--- src/rtl/vga_frame_compositor_if.sv ---
// Object-controller bus: raster request fanned out to every layer, registered colour replies back.
// The compositor is the master; each layer controller sits on the slave side.
interface vga_frame_compositor_if #(
  parameter int N_LAYERS = 4
);
  logic [10:0]               requested_x;
  logic [10:0]               requested_y;
  logic                      frame_start;
  logic [N_LAYERS-1:0][7:0]  layer_colors;

  modport master (output requested_x, output requested_y, output frame_start, input layer_colors);
  modport slave  (input requested_x, input requested_y, input frame_start, output layer_colors);
endinterface

--- src/rtl/vga_frame_compositor.sv ---
// VGA raster scan, fixed-priority layer compositing and per-frame player-overlap report.
// Pixel requested at cycle t reaches the DAC at t+LAYER_LATENCY+1; free-running, no backpressure.
module vga_frame_compositor #(
  parameter int         H_ACTIVE      = 640,
  parameter int         H_FP          = 16,
  parameter int         H_SYNC        = 96,
  parameter int         H_BP          = 48,
  parameter int         V_ACTIVE      = 480,
  parameter int         V_FP          = 10,
  parameter int         V_SYNC        = 2,
  parameter int         V_BP          = 33,
  parameter int         N_LAYERS      = 4,
  parameter int         LAYER_LATENCY = 2,
  parameter logic [7:0] MASK_VALUE    = 8'h62,
  parameter logic [7:0] BG_COLOR      = 8'h00
) (
  input  logic                    clk,
  input  logic                    resetN,
  vga_frame_compositor_if.master  obj_if,
  output logic [7:0]              vga_r,
  output logic [7:0]              vga_g,
  output logic [7:0]              vga_b,
  output logic                    vga_hsync_n,
  output logic                    vga_vsync_n,
  output logic                    vga_blank_n,
  output logic [N_LAYERS-1:0]     frame_overlap
);
  localparam logic [10:0] H_ACT    = 11'(H_ACTIVE);
  localparam logic [10:0] H_LAST   = 11'(H_ACTIVE + H_FP + H_SYNC + H_BP - 1);
  localparam logic [10:0] HS_FIRST = 11'(H_ACTIVE + H_FP);
  localparam logic [10:0] HS_LAST  = 11'(H_ACTIVE + H_FP + H_SYNC - 1);
  localparam logic [10:0] V_ACT    = 11'(V_ACTIVE);
  localparam logic [10:0] V_LAST   = 11'(V_ACTIVE + V_FP + V_SYNC + V_BP - 1);
  localparam logic [10:0] VS_FIRST = 11'(V_ACTIVE + V_FP);
  localparam logic [10:0] VS_LAST  = 11'(V_ACTIVE + V_FP + V_SYNC - 1);
  localparam logic [N_LAYERS-1:0] PLAYER_BIT = N_LAYERS'(1);

  logic [10:0]              r_h, r_v;
  logic [LAYER_LATENCY-1:0] r_act_d, r_hs_d, r_vs_d;
  logic [7:0]               r_color;
  logic                     r_hsync_n, r_vsync_n, r_blank_n;
  logic [N_LAYERS-1:0]      r_acc, r_frame_overlap;

  logic                     w_active, w_hs, w_vs, w_frame_start, w_act_dly;
  logic [N_LAYERS-1:0]      w_opaque;
  logic [7:0]               w_color;

  always_ff @(posedge clk or negedge resetN) begin
    if (!resetN) begin
      r_h <= '0;
      r_v <= '0;
    end else if (r_h == H_LAST) begin
      r_h <= '0;
      r_v <= (r_v == V_LAST) ? '0 : r_v + 11'd1;
    end else begin
      r_h <= r_h + 11'd1;
    end
  end

  assign obj_if.requested_x = r_h;
  assign obj_if.requested_y = r_v;
  // Start of vertical blanking, so controllers move their objects off-screen.
  assign w_frame_start      = (r_h == '0) && (r_v == V_ACT);
  assign obj_if.frame_start = w_frame_start;

  assign w_active = (r_h < H_ACT) && (r_v < V_ACT);
  assign w_hs     = (r_h >= HS_FIRST) && (r_h <= HS_LAST);
  assign w_vs     = (r_v >= VS_FIRST) && (r_v <= VS_LAST);

  // Raster flags travel alongside the controllers' reply latency.
  always_ff @(posedge clk or negedge resetN) begin
    if (!resetN) begin
      r_act_d <= '0;
      r_hs_d  <= '0;
      r_vs_d  <= '0;
    end else begin
      r_act_d[0] <= w_active;
      r_hs_d[0]  <= w_hs;
      r_vs_d[0]  <= w_vs;
      for (int i = 1; i < LAYER_LATENCY; i++) begin
        r_act_d[i] <= r_act_d[i-1];
        r_hs_d[i]  <= r_hs_d[i-1];
        r_vs_d[i]  <= r_vs_d[i-1];
      end
    end
  end

  assign w_act_dly = r_act_d[LAYER_LATENCY-1];

  always_comb begin
    w_opaque = '0;
    for (int k = 0; k < N_LAYERS; k++)
      w_opaque[k] = (obj_if.layer_colors[k] != MASK_VALUE);
  end

  // Walk from lowest to highest priority so layer 0 overrides everything.
  always_comb begin
    w_color = BG_COLOR;
    for (int k = N_LAYERS - 1; k >= 0; k--)
      if (w_opaque[k]) w_color = obj_if.layer_colors[k];
    if (!w_act_dly) w_color = 8'h00;
  end

  always_ff @(posedge clk or negedge resetN) begin
    if (!resetN) begin
      r_color   <= 8'h00;
      r_hsync_n <= 1'b1;
      r_vsync_n <= 1'b1;
      r_blank_n <= 1'b0;
    end else begin
      r_color   <= w_color;
      r_hsync_n <= ~r_hs_d[LAYER_LATENCY-1];
      r_vsync_n <= ~r_vs_d[LAYER_LATENCY-1];
      r_blank_n <= w_act_dly;
    end
  end

  // Clear takes precedence over accumulate on the frame boundary.
  always_ff @(posedge clk or negedge resetN) begin
    if (!resetN) begin
      r_acc           <= '0;
      r_frame_overlap <= '0;
    end else if (w_frame_start) begin
      r_frame_overlap <= r_acc;
      r_acc           <= '0;
    end else if (w_act_dly && w_opaque[0]) begin
      r_acc <= r_acc | (w_opaque & ~PLAYER_BIT);
    end
  end

  assign vga_r         = {r_color[7:5], r_color[7:5], r_color[7:6]};
  assign vga_g         = {r_color[4:2], r_color[4:2], r_color[4:3]};
  assign vga_b         = {r_color[1:0], r_color[1:0], r_color[1:0], r_color[1:0]};
  assign vga_hsync_n   = r_hsync_n;
  assign vga_vsync_n   = r_vsync_n;
  assign vga_blank_n   = r_blank_n;
  assign frame_overlap = r_frame_overlap;
endmodule

--- src/flat_wrapper.sv ---
// flat-port wrapper written by rule: the top's interface ports become plain ports
module vga_frame_compositor_flat 
#(
  parameter int         H_ACTIVE      = 640,
  parameter int         H_FP          = 16,
  parameter int         H_SYNC        = 96,
  parameter int         H_BP          = 48,
  parameter int         V_ACTIVE      = 480,
  parameter int         V_FP          = 10,
  parameter int         V_SYNC        = 2,
  parameter int         V_BP          = 33,
  parameter int         N_LAYERS      = 4,
  parameter int         LAYER_LATENCY = 2,
  parameter logic [7:0] MASK_VALUE    = 8'h62,
  parameter logic [7:0] BG_COLOR      = 8'h00
)
  (clk, resetN, vga_r, vga_g, vga_b, vga_hsync_n, vga_vsync_n, vga_blank_n, frame_overlap, obj_if_requested_x, obj_if_requested_y, obj_if_frame_start, obj_if_layer_colors);
  vga_frame_compositor_if #(.N_LAYERS(N_LAYERS)) obj_if_i ();
  input  logic clk;
  input  logic resetN;
  output logic [7:0] vga_r;
  output logic [7:0] vga_g;
  output logic [7:0] vga_b;
  output logic vga_hsync_n;
  output logic vga_vsync_n;
  output logic vga_blank_n;
  output logic [N_LAYERS-1:0] frame_overlap;
  output wire logic [$bits(obj_if_i.requested_x)-1:0] obj_if_requested_x;
  output wire logic [$bits(obj_if_i.requested_y)-1:0] obj_if_requested_y;
  output wire logic [$bits(obj_if_i.frame_start)-1:0] obj_if_frame_start;
  input wire logic [$bits(obj_if_i.layer_colors)-1:0] obj_if_layer_colors;
  assign obj_if_requested_x = obj_if_i.requested_x;
  assign obj_if_requested_y = obj_if_i.requested_y;
  assign obj_if_frame_start = obj_if_i.frame_start;
  assign obj_if_i.layer_colors = obj_if_layer_colors;
  vga_frame_compositor #(.H_ACTIVE(H_ACTIVE), .H_FP(H_FP), .H_SYNC(H_SYNC), .H_BP(H_BP), .V_ACTIVE(V_ACTIVE), .V_FP(V_FP), .V_SYNC(V_SYNC), .V_BP(V_BP), .N_LAYERS(N_LAYERS), .LAYER_LATENCY(LAYER_LATENCY), .MASK_VALUE(MASK_VALUE), .BG_COLOR(BG_COLOR)) u_core (.clk(clk), .resetN(resetN), .obj_if(obj_if_i), .vga_r(vga_r), .vga_g(vga_g), .vga_b(vga_b), .vga_hsync_n(vga_hsync_n), .vga_vsync_n(vga_vsync_n), .vga_blank_n(vga_blank_n), .frame_overlap(frame_overlap));
endmodule
--- config.mk ---
export PLATFORM = sky130hd
export DESIGN_NAME = vga_frame_compositor_flat
export DESIGN_NICKNAME = d
export VERILOG_FILES = /design/src/rtl/vga_frame_compositor_if.sv /design/src/rtl/vga_frame_compositor.sv /design/src/flat_wrapper.sv
export SDC_FILE = /design/constraint.sdc
export NUM_CORES = 1
export LEC_CHECK = 0
export CAP_MARGIN = 20
export CORE_AREA = 2 2 75 77
export DETAILED_ROUTE_END_ITERATION = 10
export DIE_AREA = 0 0 77 79
export DONT_BUFFER_PORTS = 1
export PLACE_DENSITY = 0.57
export SYNTH_ARGS = -nofsm -noshare
export SYNTH_HDL_FRONTEND = slang
export SYNTH_SLANG_ARGS = --single-unit
--- constraint.sdc ---
create_clock -name clk -period 2.8 [get_ports clk]
set_input_delay 0.28 -clock clk [delete_from_list [all_inputs] [get_ports clk]]
set_output_delay 0.28 -clock clk [all_outputs]
set_load 0.01 [all_outputs]
==> results of run 1 <==
==> cell usage after synthesis, drive strengths merged (6+ instances only) <==
library cell and count:
dfrtp 43, xnor2 6, inv 12, nand3 7
o31ai 8, o21ai 7, nand2 18, a21oi 8
nor2 19, nand4 7, xor2 7, buf 17
==> per-layer routing <==
layer | vias to the layer above | GRT usage [%] | wire length [um]
met4 | 0 | 6.96 | 74
met2 | 53 | 26.1 | 2290
met1 | 778 | 22.7 | 2300
met5 | - | 0 | 0
met3 | 6 | 5.34 | 348
li1 | 779 | - | -
==> worst max-delay path, cell delays in order (launching register included) <==
cell     delay [ns]
dfrtp_1        0.48
or4_4          0.59
or4_2          0.61
nor3_1         0.40
==> stage by stage <==
stage	power [uW]	std cells	utilization [%]	cell area, um^2
global route	1270	289	45.3	2420
detailed placement	702	279	42.4	2260
finish	1220	289	45.3	2420
floorplan	716	225	-	2300
CTS	1250	289	45.3	2420
global placement	702	279	42.4	2260
==> power groups by stage <==
stage | Sequential, uW | Combinational (uW) | Clock [uW]
5_1_grt | 672 | 42.3 | 559
4_1_cts | 670 | 38.5 | 540
2_1_floorplan | 676 | 40.5 | 0
6_report | 670 | 37.0 | 517
3_3_place_gp | 683 | 18.7 | 0
3_5_place_dp | 683 | 19.1 | 0
==> registers in the layout, summed over array words and instances, names as in the netlist, 2 cells and up <==
| signal | cells |
|---|---|
| u_core.obj_if.requested_x | 11 |
| u_core.obj_if.requested_y | 11 |
| u_core.r_color | 8 |
| u_core.frame_overlap | 3 |
| u_core.r_acc | 3 |
| u_core.r_act_d | 2 |
| u_core.r_hs_d | 2 |
| u_core.r_vs_d | 2 |
==> cell type report <==
| cell class | count | area [um^2] |
|---|---|---|
| fill | 540 | 2920 |
| sequential | 45 | 1130 |
| multi-input combinational | 148 | 985 |
| tap | 72 | 90.1 |
| clock buffer | 5 | 68.8 |
| timing repair buffer | 4 | 52.6 |
| clock inverter | 3 | 47.5 |
| inverter | 12 | 45.0 |
==> path summary, 6_finish.rpt <==
| kind | to | start | slack (ns) | depth (start not counted) |
|---|---|---|---|---|
| max | obj_if_frame_start | u_core.obj_if.requested_x[10]$_DFF_PN0_ | 0.14 | 3 |
| min | u_core.r_color[3]$_DFF_PN0_ | obj_if_layer_colors[3] | 0.09 | 2 |
| max reg2reg | u_core.frame_overlap[3]$_DFFE_PN0P_ | u_core.obj_if.requested_x[10]$_DFF_PN0_ | 0.38 | 4 |
| min reg2reg | u_core.vga_hsync_n$_DFF_PN1_ | u_core.r_hs_d[1]$_DFF_PN0_ | 0.35 | 1 |
| max in group asynchronous | u_core.vga_vsync_n$_DFF_PN1_ | resetN | 2.08 | 2 |
| min in group asynchronous | u_core.r_hs_d[1]$_DFF_PN0_ | resetN | 0.47 | 2 |
==> logic make-up after synthesis <==
family	synth area share (%)
muxes	1.47
buffers and inverters	8.01
other	0.163
adders and majority gates	2.72
and+or+nand+nor	22.0
DFF	49.1
AOI/OAI and AO/OA	11.6
xor gates and xnor gates	4.96
==> summary.txt, run 1 <==
Final setup margin: 0.139 ns
Initial Util: 43.0%
Post-Syn Area: 2300 um^2
Clk_lat worst skew: 0.31 ns
Die area: 6080 um^2
Max Cap Viol: 0
Sequential Power Share: 54.7%
Total vias in the final route: 1,616
Syn. warnings: 0
Register area share after synthesis: 49.1%
Root Buffer: clkbuf_8
Status: finished clean
Relative slew slack: 66.5%
H-tree Lvls: 2
Num Clock Sinks: 45
Grt ovf: 0
Tmin final: 2.66 ns
I/O Buffers: 0
CP Data Arrival Time: 2.38 ns
Nets: 255
Commonest non-fill, non-tap cell in the layout: dfrtp_1
Pwr/cell area: 507 nW/um^2
Endpoints failing setup: 0
Synth area leaders: dfrtp_1, buf_4, nor2_1
Period utilisation layout: 95.0%
Clk slew on worst S/H paths: 0.09 ns
FMAX: 0.376 GHz
Yosys cell types: 43
TritonCTS Buffers: 5
Max VDD drop: 215 uV
Internal Pwr Total: 943 uW
Detailed-route wire length: 5020 um
Post-synth EDFFs: 0
Synth Flop Type: dfrtp_1
Die W: 77 um
Global-route wire length before repair: 8020 um
Hold Buf Count CTS: 2
FP Rows: 27
# DRC: 0
Placed wire-length estimate: 3680 um
Final ANT Viol Nets: 0
DR pass1 iterations: 5
Most frequent cells in the layout: dfrtp_1, nor2_1, nand2_1, inv_1
CTS tree: yes
Max Transition Viols Final: 0
Crit path kind: register to output pin
Endpoint class of the critical path: output pin
Cell count after synthesis: 225
Async set-reset flop share out of synthesis: 100%
P&R area growth vs syn: 5.23%
Mean Syn Cell Area: 10.2 um^2
Drt initial violations: 74
Number of global-route vias before repair: 1,552
CP max FO: 5
Layout cell share with drive strength beyond 1: 11.1%
Clk buf depth: 2
Combinational Power Share: 3.0%
Die H: 79 um
Post-cts resize count: 0
Switching pwr: 281 uW
Largest net degree at the start of global routing: 46
Routability-driven placement congestion ratio: 0.758
Wire per inst: 17.4 um
Critical Path Start Type: register
Final Hold Vio Count: 0
Top cell type's share of synthesized area: 46.8%
Leak: 0.00103 uW
I/O pins: 88
Switching part of the total: 23.0%
Syn nets: 264
Core box area: 5340 um^2
#FFs+latches synth: 45
RSZ-0062 raised after global routing: no
Worst Path Required: 2.52 ns
Post-CTS Repair Setup Buffers: 0
Clock power frac: 42.3%
Overall Global Routing Usage: 17.1%
Pre-CTS setup slack: 0.393 ns
Worst Tran Pin Value: 0.498 ns
HP Class: input port to register
Clk_skew: 0.0114 ns
Detailed-route vias per instance: 5.59
Yosys top cell by area: dfrtp_1
Diode count: 0
Initial antenna violation count: 0
Min Hold Slack: 0.0869 ns
Setup TNS: 0 ns
Note: power is estimated with default switching activity, not from simulation.
==> run 2, diff against run 1 <==
- CELL_PAD_IN_SITES_DETAIL_PLACEMENT: not set -> 1
- CELL_PAD_IN_SITES_GLOBAL_PLACEMENT: not set -> 2
- CORE_AREA: 2 2 75 77 -> 2 2 82 84
- DIE_AREA: 0 0 77 79 -> 0 0 84 86
- PLACE_DENSITY: 0.57 -> 0.76
- clock period: 2.8 -> 2.5 ns (I/O delays scaled with it)
==> run 2 against run 1 <==
  * Global-route usage is 0.45 points lower
  * Non-clock buffer count is 8 higher
  * Highest routed layer unchanged
  * Largest power group unchanged
  * Critical path depth is 1 higher
  * Sequential share of layout area is 0.57 points lower
  * Largest cell class unchanged
  * Worst hold slack worse by 0.017 ns
  * Register-to-register slack worse by 0.16 ns
  * Sequential cell count stayed put
  * Worst setup slack worse by 0.039 ns
  * Clock power is 15% lower
  * Critical endpoint unchanged
  * Power is 0.45% higher
  * Critical path type unchanged
  * Die area is 19% higher
  * Combinational power is 15% higher
==> summary.txt, run 2 (synthesis gave the netlist of run 1 again) <==
TritonCTS Buffers: 5
Switching pwr: 280 uW
Internal Pwr Total: 950 uW
Clk_skew: 0.00758 ns
CP max stage delay: 0.61 ns
Grt ovf: 0
Initial antenna violation count: 0
Num Clock Sinks: 45
Detailed-route vias per instance: 5.59
Root Buffer: clkbuf_8
Worst Path Required: 2.25 ns
Clk_lat worst skew: 0.29 ns
Routability-driven placement congestion ratio: 0.850
Worst path slowest cell: or4_2
Combinational Power Share: 3.5%
Detailed-route wire length: 5710 um
Met2 wire len: 2770 um
Worst reg2reg endpoint: u_core.frame_overlap[2]$_DFFE_PN0P_
H-tree Lvls: 2
Clk buf depth: 2
Endpoints failing setup: 0
Crit path kind: register to output pin
Switching part of the total: 22.7%
Crit-path cells: or4_4 -> or4_2 -> nor3_1 -> buf_4
Top Metal Used: met4
Clk slew on worst S/H paths: 0.08 ns
# DRC: 0
Largest net degree at the start of global routing: 46
Sequential Power Share: 61.0%
Post-CTS Repair Setup Buffers: 0
Setup TNS: 0 ns
Diode count: 0
RSZ-0062 raised after global routing: no
Min Hold Slack: 0.0701 ns
Clock power frac: 35.5%
Max Cap Viol: 0
Leak: 0.00105 uW
Largest delay share family, worst path: simple AND/OR/NAND/NOR gates
Wire per inst: 18.9 um
R2R Setup Slk: 0.22 ns
Final ANT Viol Nets: 0
I/O pins: 88
HP Class: input port to register
FP Rows: 29
I/O Buffers: 0
Worst flop-to-flop path startpoint: u_core.obj_if.requested_x[10]$_DFF_PN0_
Pwr/cell area: 503 nW/um^2
CP max FO: 4
Worst R2R Path Depth: 4
Max VDD drop: 271 uV
Fillers: 721
Commonest non-fill, non-tap cell in the layout: dfrtp_1
Post-cts resize count: 0
DR pass1 iterations: 4
Placed wire-length estimate: 4270 um
CP Data Arrival Time: 2.15 ns
CTS tree: yes
Hold EP: u_core.r_color[4]$_DFF_PN0_
Die area: 7220 um^2
Endpoint class of the critical path: output pin
Status: finished clean
Tmin final: 2.40 ns
Worst Hold Launch: obj_if_layer_colors[4]
Period utilisation layout: 96.0%
Max Transition Viols Final: 0
Critical Path Start Type: register
Hold Path Cell Cnt: 2
Die H: 86 um
Initial Util: 36.6%
Crit. Startpoint: u_core.obj_if.requested_x[10]$_DFF_PN0_
DRT met1 WL: 2410 um
Layout cell share with drive strength beyond 1: 12.9%
Met3 WL: 468 um
Buf/Inv on CP: 1
Overall Global Routing Usage: 16.6%
Final Hold Vio Count: 0
P&R area growth vs syn: 6.54%
FMAX: 0.417 GHz
Total vias in the final route: 1,689
Number of global-route vias before repair: 1,854
Core box area: 6280 um^2
Nets: 263
Drt initial violations: 34
Die W: 84 um
Global-route wire length before repair: 9560 um
Most frequent cells in the layout: dfrtp_1, nor2_1, nand2_1, inv_1, buf_4
## run 2: cell types whose count changed in the layout (fill, tap and decap cells not counted), sizes merged
cell / change
clkbuf: +3
bufinv: -1
inv: -2
buf: +8
## run 2: stage by stage
| stage | setup WS (ns) | power, uW | utilization (%) | cell area, um^2 | cells |
|---|---|---|---|---|---|
| 2_1_floorplan | 0.224 | 802 | - | 2300 | 225 |
| 3_3_place_gp | 0.241 | 786 | 37.1 | 2330 | 292 |
| 3_5_place_dp | 0.221 | 787 | 37.1 | 2330 | 292 |
| 4_1_cts | 0.0863 | 1250 | 39.0 | 2450 | 302 |
| 5_1_grt | 0.0260 | 1280 | 39.0 | 2450 | 302 |
| 6_report | 0.0996 | 1230 | 39.0 | 2450 | 302 |
## run 2: final cells by class
class,instances,area [um^2],area share [%]
inverter,12,45.0,1.84
timing repair buffer,12,113,4.60
multi-input combinational,148,985,40.2
tap,77,96.3,3.94
clock buffer,8,80.1,3.27
sequential,45,1130,46.1
## run 2: metal layers
layer / GRT usage [%] / up-vias
li1: - / 790
met1: 20.1 / 830
met2: 28.7 / 64
met3: 5.29 / 5
met4: 4.69 / 0
met5: 0 / -
## run 2: worst max-delay path by stage
stage / end / slack, ns / cells past startpoint
after floorplan: u_core.frame_overlap[1]$_DFFE_PN0P_ / 0.22 / 4
after global placement: u_core.frame_overlap[2]$_DFFE_PN0P_ / 0.24 / 4
after detailed placement: u_core.frame_overlap[2]$_DFFE_PN0P_ / 0.22 / 4
after CTS: obj_if_frame_start / 0.09 / 4
after global routing: obj_if_frame_start / 0.03 / 4
final: obj_if_frame_start / 0.1 / 4
## run 2: power by group through the flow
stage / Clock (uW) / Combinational (uW) / Sequential [uW]
floorplan: 0 / 45.4 / 757
global placement: 0 / 21.3 / 765
detailed placement: 0 / 21.8 / 765
CTS: 457 / 44.4 / 751
global route: 484 / 48.1 / 752
finish: 437 / 42.6 / 750
## run 2: worst reg2reg max path, delay by kind of cell, from the launching register on
kind             cells  cell delay [ns]
flip-flops           1             0.38
multiplexers         1             0.37
AND/OR/NAND/NOR      3             1.42
## run 2: repair_timing
item	4_1_cts	5_1_grt
hold buffers	2	0
hold endpoints to repair	45	0
setup endpoints to repair	0	0
